File: src/rtl/uart_pkg.sv
// Shared UART definitions: receiver state encoding, frame-length floor,
// parity-type encoding and the per-frame configuration captured at start.
package uart_pkg;

  typedef enum logic [2:0] {
    IDLE,
    START,
    DATA,
    PARITY,
    STOP
  } uart_rx_state_t;

  typedef enum logic {
    PAR_EVEN = 1'b0,
    PAR_ODD  = 1'b1
  } parity_type_t;

  localparam int MIN_LEN = 5;

  typedef struct packed {
    logic         par_en;
    parity_type_t parity_type;
    logic         two_stop;
    logic [3:0]   len;
  } uart_cfg_t;

  function automatic logic [3:0] clamp_len(input logic [3:0] len,
                                           input logic [3:0] max_len);
    if (len < 4'(MIN_LEN)) return 4'(MIN_LEN);
    if (len > max_len)     return max_len;
    return len;
  endfunction

endpackage

File: src/rtl/uart_rx_sampler.sv
// Line conditioning for the receiver: 2-flop synchroniser, a two-deep
// history of the synchronised line and a 3-sample majority vote at mid-bit.
module uart_rx_sampler #(
  parameter int OVERSAMPLE = 16,
  parameter int CNT_W      = $clog2(OVERSAMPLE)
) (
  input  logic             clk_16bd,
  input  logic             rst,
  input  logic             Rx,
  input  logic [CNT_W-1:0] cnt,
  output logic             rx_s,
  output logic             bit_val,
  output logic             bit_strobe
);

  logic [1:0] sync_q;
  logic [1:0] hist_q;

  // Line idles high, so the synchroniser and history reset to 1 to avoid
  // a phantom start edge straight out of reset.
  always_ff @(posedge clk_16bd) begin
    if (rst) begin
      sync_q <= 2'b11;
      hist_q <= 2'b11;
    end else begin
      sync_q <= {sync_q[0], Rx};
      hist_q <= {hist_q[0], sync_q[1]};
    end
  end

  assign rx_s = sync_q[1];

  // At count OVERSAMPLE/2+1, hist_q holds the samples from the two
  // preceding counts and rx_s is the third.
  assign bit_strobe = (cnt == CNT_W'(OVERSAMPLE / 2 + 1));
  assign bit_val    = (hist_q[1] & hist_q[0]) | (hist_q[1] & rx_s) |
                      (hist_q[0] & rx_s);

endmodule

File: src/rtl/uart_rx_engine.sv
// Parametrised UART receive engine: frame FSM, data shift register,
// parity/framing checks and a valid/ready output register with overrun.
module uart_rx_engine
  import uart_pkg::*;
#(
  parameter int DATA_MAX   = 9,
  parameter int OVERSAMPLE = 16
) (
  input  logic                clk_16bd,
  input  logic                rst,
  input  logic                Rx,
  input  logic                parity,
  input  logic                parity_type,
  input  logic                stop_bits,
  input  logic [3:0]          frame_length,
  output logic [DATA_MAX-1:0] frame,
  output logic                frame_valid,
  input  logic                frame_ready,
  output logic                parity_err,
  output logic                frame_err,
  output logic                overrun
);

  localparam int               CNT_W    = $clog2(OVERSAMPLE);
  localparam logic [CNT_W-1:0] CNT_LAST = CNT_W'(OVERSAMPLE - 1);

  uart_rx_state_t      state_q, state_d;
  logic [CNT_W-1:0]    cnt_q, cnt_d;
  logic                armed_q, armed_d;
  logic [3:0]          bit_idx_q, bit_idx_d;
  logic                stop_idx_q, stop_idx_d;
  logic [DATA_MAX-1:0] shift_q, shift_d;
  logic                perr_q, perr_d;
  logic                ferr_q, ferr_d;
  uart_cfg_t           cfg_q, cfg_d;

  logic [DATA_MAX-1:0] frame_q, frame_d;
  logic                valid_q, valid_d;
  logic                perr_out_q, perr_out_d;
  logic                ferr_out_q, ferr_out_d;
  logic                overrun_q, overrun_d;

  logic rx_s, bit_val, bit_strobe, wrap, deliver, accept;

  uart_rx_sampler #(
    .OVERSAMPLE(OVERSAMPLE),
    .CNT_W     (CNT_W)
  ) u_sampler (
    .clk_16bd  (clk_16bd),
    .rst       (rst),
    .Rx        (Rx),
    .cnt       (cnt_q),
    .rx_s      (rx_s),
    .bit_val   (bit_val),
    .bit_strobe(bit_strobe)
  );

  assign wrap   = (cnt_q == CNT_LAST);
  assign accept = valid_q & frame_ready;

  always_comb begin
    // NOTE: every _d takes its hold value first, so no path through this
    // block leaves a signal unassigned and no latch is inferred.
    state_d    = state_q;
    cnt_d      = cnt_q;
    armed_d    = armed_q;
    bit_idx_d  = bit_idx_q;
    stop_idx_d = stop_idx_q;
    shift_d    = shift_q;
    perr_d     = perr_q;
    ferr_d     = ferr_q;
    cfg_d      = cfg_q;
    deliver    = 1'b0;

    if (state_q != IDLE) cnt_d = wrap ? '0 : cnt_q + CNT_W'(1);

    unique case (state_q)
      IDLE: begin
        cnt_d   = '0;
        // Arming needs one high tick, so a line held low cannot relock.
        armed_d = armed_q | rx_s;
        if (armed_q && !rx_s) begin
          state_d           = START;
          armed_d           = 1'b0;
          bit_idx_d         = '0;
          stop_idx_d        = 1'b0;
          shift_d           = '0;
          perr_d            = 1'b0;
          ferr_d            = 1'b0;
          cfg_d.par_en      = parity;
          cfg_d.parity_type = parity_type_t'(parity_type);
          cfg_d.two_stop    = stop_bits;
          cfg_d.len         = clamp_len(frame_length, 4'(DATA_MAX));
        end
      end
      START: begin
        if (bit_strobe && bit_val) begin
          state_d = IDLE;
          cnt_d   = '0;
        end else if (wrap) begin
          state_d   = DATA;
          bit_idx_d = '0;
        end
      end
      DATA: begin
        if (bit_strobe) shift_d[bit_idx_q] = bit_val;
        if (wrap) begin
          if (bit_idx_q == cfg_q.len - 4'd1) state_d = cfg_q.par_en ? PARITY : STOP;
          else                               bit_idx_d = bit_idx_q + 4'd1;
        end
      end
      PARITY: begin
        if (bit_strobe)
          perr_d = ^shift_q ^ bit_val ^ (cfg_q.parity_type == PAR_ODD);
        if (wrap) state_d = STOP;
      end
      STOP: begin
        if (bit_strobe) begin
          if (!bit_val) ferr_d = 1'b1;
          // Leaving at mid-stop lets a start edge in the second half be caught.
          if (stop_idx_q == cfg_q.two_stop) begin
            deliver = 1'b1;
            state_d = IDLE;
            cnt_d   = '0;
          end
        end else if (wrap) begin
          stop_idx_d = 1'b1;
        end
      end
      default: state_d = IDLE;
    endcase
  end

  always_comb begin
    frame_d    = frame_q;
    valid_d    = valid_q;
    perr_out_d = perr_out_q;
    ferr_out_d = ferr_out_q;
    overrun_d  = 1'b0;
    if (deliver && (!valid_q || accept)) begin
      frame_d    = shift_q;
      valid_d    = 1'b1;
      perr_out_d = perr_q;
      ferr_out_d = ferr_d;
    end else if (deliver) begin
      overrun_d = 1'b1;
    end else if (accept) begin
      valid_d = 1'b0;
    end
  end

  // NOTE: state is updated with non-blocking assignments only, so every
  // register samples the pre-edge value of its neighbours.
  always_ff @(posedge clk_16bd) begin
    if (rst) begin
      state_q    <= IDLE;
      cnt_q      <= '0;
      armed_q    <= 1'b0;
      bit_idx_q  <= '0;
      stop_idx_q <= 1'b0;
      shift_q    <= '0;
      perr_q     <= 1'b0;
      ferr_q     <= 1'b0;
      cfg_q      <= '0;
      frame_q    <= '0;
      valid_q    <= 1'b0;
      perr_out_q <= 1'b0;
      ferr_out_q <= 1'b0;
      overrun_q  <= 1'b0;
    end else begin
      state_q    <= state_d;
      cnt_q      <= cnt_d;
      armed_q    <= armed_d;
      bit_idx_q  <= bit_idx_d;
      stop_idx_q <= stop_idx_d;
      shift_q    <= shift_d;
      perr_q     <= perr_d;
      ferr_q     <= ferr_d;
      cfg_q      <= cfg_d;
      frame_q    <= frame_d;
      valid_q    <= valid_d;
      perr_out_q <= perr_out_d;
      ferr_out_q <= ferr_out_d;
      overrun_q  <= overrun_d;
    end
  end

  assign frame       = frame_q;
  assign frame_valid = valid_q;
  assign parity_err  = perr_out_q;
  assign frame_err   = ferr_out_q;
  assign overrun     = overrun_q;

endmodule

File: config.mk
export PLATFORM = sky130hd
export DESIGN_NAME = uart_rx_engine
export DESIGN_NICKNAME = d
export VERILOG_FILES = /design/src/rtl/uart_pkg.sv /design/src/rtl/uart_rx_sampler.sv /design/src/rtl/uart_rx_engine.sv
export SDC_FILE = /design/constraint.sdc
export NUM_CORES = 1
export LEC_CHECK = 0
export ABC_AREA = 1
export ABC_CLOCK_PERIOD_IN_PS = 1600
export BUFFER_PORTS_ARGS = -buffer_cell sky130_fd_sc_hd__buf_2
export CORE_MARGIN = 2
export CORE_UTILIZATION = 25
export DETAILED_ROUTE_END_ITERATION = 6
export PLACE_DENSITY_LB_ADDON = 0.25
export SLEW_MARGIN = 20
export SYNTH_ARGS = -nofsm -noshare
export SYNTH_HDL_FRONTEND = slang
export SYNTH_SLANG_ARGS = --single-unit
File: constraint.sdc
create_clock -name clk_16bd -period 1.6 [get_ports clk_16bd]
set_clock_uncertainty 0.05 [all_clocks]
set_input_delay 0.24 -clock clk_16bd [delete_from_list [all_inputs] [get_ports clk_16bd]]
set_output_delay 0.24 -clock clk_16bd [all_outputs]
set_load 0.1 [all_outputs]
==> results.sh <==
export IMPL_setup_viol=0
export IMPL_worstSetupStartpoint="cnt_q[1]$_SDFF_PP0_"
export IMPL_nets=424
export IMPL_area_growth_syn_to_layout_pct=31.2
export IMPL_fp_row_count=36
export IMPL_r2r_cells=12
export IMPL_fin_hold_ws_ps=73.2
export IMPL_hold_path_class="in2reg"
export IMPL_clk_latency_ps=310
export IMPL_viasPerCell=4.38
export IMPL_finalCritPeriodShare_pct=97.8
export IMPL_grt_pass1_vias=2110
export IMPL_initial_core_util_pct=25.5
export IMPL_yosysMostFrequentCell="nand2_1"
export IMPL_cts_tree="yes"
export IMPL_grtUsageTotal_pct=11.5
export IMPL_die_w_um=103
export IMPL_synth_distinct_cells=34
export IMPL_synth_edf_count=0
export IMPL_grt_pass1_wl_um=9710
export IMPL_cts_root_buf="clkbuf_8"
export IMPL_min_period_ps=1560
export IMPL_globalRouteOverflowTotal=0
export IMPL_synth_seq_area_share_pct=38.9
export IMPL_max_cap_viol_count=0
export IMPL_outcome="completed"
export IMPL_ys_top_cells_by_area="dfxtp_1 39%, nand2_1 13%, a21oi_1 7.5%"
export IMPL_crit_path_max_fanout=5
export IMPL_ant_nets=0
export IMPL_grt_max_degree=25
export IMPL_pin_count=24
export IMPL_power_density_nw_per_um2=1000
export IMPL_netlist_instances=354
export IMPL_worst_setup_path_type="reg2reg"
export IMPL_synth_main_ff_cell="dfxtp_1"
export IMPL_htree_levels=2
export IMPL_irDropWorstVdd_uv=500
export IMPL_fmax_mhz=639
export IMPL_start_kind="flop"
export IMPL_drt_iter0_drc=80
export IMPL_final_setup_tns_ps=0
export IMPL_tightest_slew_ps=489
export IMPL_drc=0
export IMPL_dr_pass1_iters=4
export IMPL_dp_hpwl_um=4310
export IMPL_path_clk_slew_ps=90
export IMPL_syn_nets=372
export IMPL_rsz0062_at_grt="true"
export IMPL_post_route_util_pct=33.4
export IMPL_io_buffers=23
export IMPL_crit_path_end="state_q[2]$_SDFFE_PP0P_"
export IMPL_synth_seq_cells=48
export IMPL_antenna_found_initial=0
export IMPL_hold_viol=0
export IMPL_drive_gt1_share_pct=29.7
export IMPL_reg2reg_from="cnt_q[1]$_SDFF_PP0_"
export IMPL_worstReg2RegEnd="state_q[2]$_SDFFE_PP0P_"
export IMPL_synth_top_area_share_pct=38.9
export IMPL_gp_congestion=0.829
export IMPL_cts_sinks=48
export IMPL_antennaDiodeCount=0
export IMPL_routedWlPerCell_um=11.0
export IMPL_die_h_um=103
export IMPL_vias=2366
export IMPL_worst_ep_required_time_ps=1790
export IMPL_arrival_ps=1760
export IMPL_drv_slew=0
export IMPL_ctsHoldBuffers=0
export IMPL_clock_path_buffers=2
export IMPL_synth_top_area_cell="dfxtp_1"
export IMPL_cp_end_kind="flop"
export IMPL_ff2ff_setup_slack_ps=40
export IMPL_async_reset_ff_share_pct=0
export IMPL_p_leak_nw=1.40
export IMPL_syn_area_um2=2470
export IMPL_dieArea_um2=10700
export IMPL_yosys_warnings=0
export IMPL_synth_area_per_cell_um2=6.98
export IMPL_core_um2=9680
export IMPL_synthTopCellsByCount="88 x nand2_1, 48 x dfxtp_1, 40 x inv_1"
export IMPL_drt_total_wl_um=5930
export IMPL_slew_headroom_pct=67.7
export IMPL_numCtsBuffers=5
metal layers:
layer	wire length (um)	GRT usage (%)	vias up
li1	-	-	1247
met5	0	0	-
met3	174	2.08	5
met4	70	3.95	0
met2	2680	17.8	39
met1	3010	16.1	1075
worst min-delay path by stage:
| stage | startpoint | endpoint | slack [ps] | cells after the start |
|---|---|---|---|---|
| after CTS | Rx | u_sampler.sync_q[0]$_SDFF_PP1_ | 60 | 2 |
| after global placement | u_sampler.sync_q[0]$_SDFF_PP1_ | u_sampler.sync_q[1]$_SDFF_PP1_ | 350 | 1 |
| final | Rx | u_sampler.sync_q[0]$_SDFF_PP1_ | 70 | 2 |
| after floorplan | rst | cfg_q[1]$_SDFFE_PP0P_ | 270 | 1 |
| after global routing | Rx | u_sampler.sync_q[0]$_SDFF_PP1_ | 60 | 2 |
| after detailed placement | u_sampler.sync_q[0]$_SDFF_PP1_ | u_sampler.sync_q[1]$_SDFF_PP1_ | 360 | 1 |
sequential cells by signal (all words and copies together) (netlist names), 2 cells and up:
| signal | cells |
|---|---|
| cfg_q | 7 |
| frame | 9 |
| u_sampler.hist_q | 2 |
| u_sampler.sync_q | 2 |
| state_q | 3 |
| bit_idx_q | 4 |
| cnt_q | 4 |
| shift_q | 9 |
critical path, stage by stage, from the launching register on:
cell     delay, ps
dfxtp_2        340
inv_2           60
ha_4           130
nand2_4         40
nor2_4         190
nand2_2        110
nand2_2         80
nand2_1         60
nor2_2         120
nand2_2         90
inv_2           70
nand2_1         50
a21oi_1        110
placed cells by master (no fill, tap or decap), drive strengths merged:
cell,instances
nand2,93
buf,55
dfxtp,48
inv,44
a21oi,39
o21ai,32
nor2,31
nand3,15
ha,7
xor2,6
or2,6
clkbuf,6
nand4,5
nor3,5
xnor2,5
a211oi,2
a31oi,2
o22ai,1
o211ai,1
o31ai,1
and3,1
bufinv,1
clkinv,1
report_power, final:
part | leakage, nW | switching, mW | internal [mW] | total (mW)
Combinational | 0.949 | 0.578 | 0.443 | 1.02
Clock | 0.0552 | 0.422 | 0.465 | 0.887
Sequential | 0.393 | 0.0713 | 1.28 | 1.35
cell families (layout without fill, tap and decap cells):
group | count (synthesis) | after routing | synth area share [%]
and+or+nand+nor | 156 | 156 | 27.9
AOI/OAI and AO/OA | 78 | 78 | 17.0
buffers and inverters | 54 | 107 | 8.81
DFF | 48 | 48 | 38.9
xor gates and xnor gates | 11 | 11 | 3.90
adders and majority gates | 7 | 7 | 3.55
stage by stage:
| step | setup slack [ps] | cells | power (mW) | cell area [um2] |
|---|---|---|---|---|
| after floorplan | 27.4 | 354 | 1.87 | 2470 |
| after global placement | -105 | 526 | 2.15 | 2920 |
| after detailed placement | -107 | 526 | 2.14 | 2920 |
| after CTS | 1.13 | 537 | 3.09 | 3080 |
| after global routing | -97.9 | 540 | 3.46 | 3240 |
| final | 35.3 | 540 | 3.26 | 3240 |
final cells by class:
class	instances	area (um2)
Clock buffer	6	72.6
Clock inverter	2	35.0
Fill cell	1022	6440
Inverter	44	165
Multi-Input combinational cell	252	1440
Sequential cell	48	975
Tap cell	133	166
Timing Repair Buffer	55	388
timing repair:
action / CTS / global route
buffers inserted: 3 / 3
pin swaps: 9 / 18
gates cloned: 0 / 0
resized for setup: 15 / 43
endpoints found under the setup margin: 29 / 30
No activity file was read; power rests on OpenSTA's default activity.
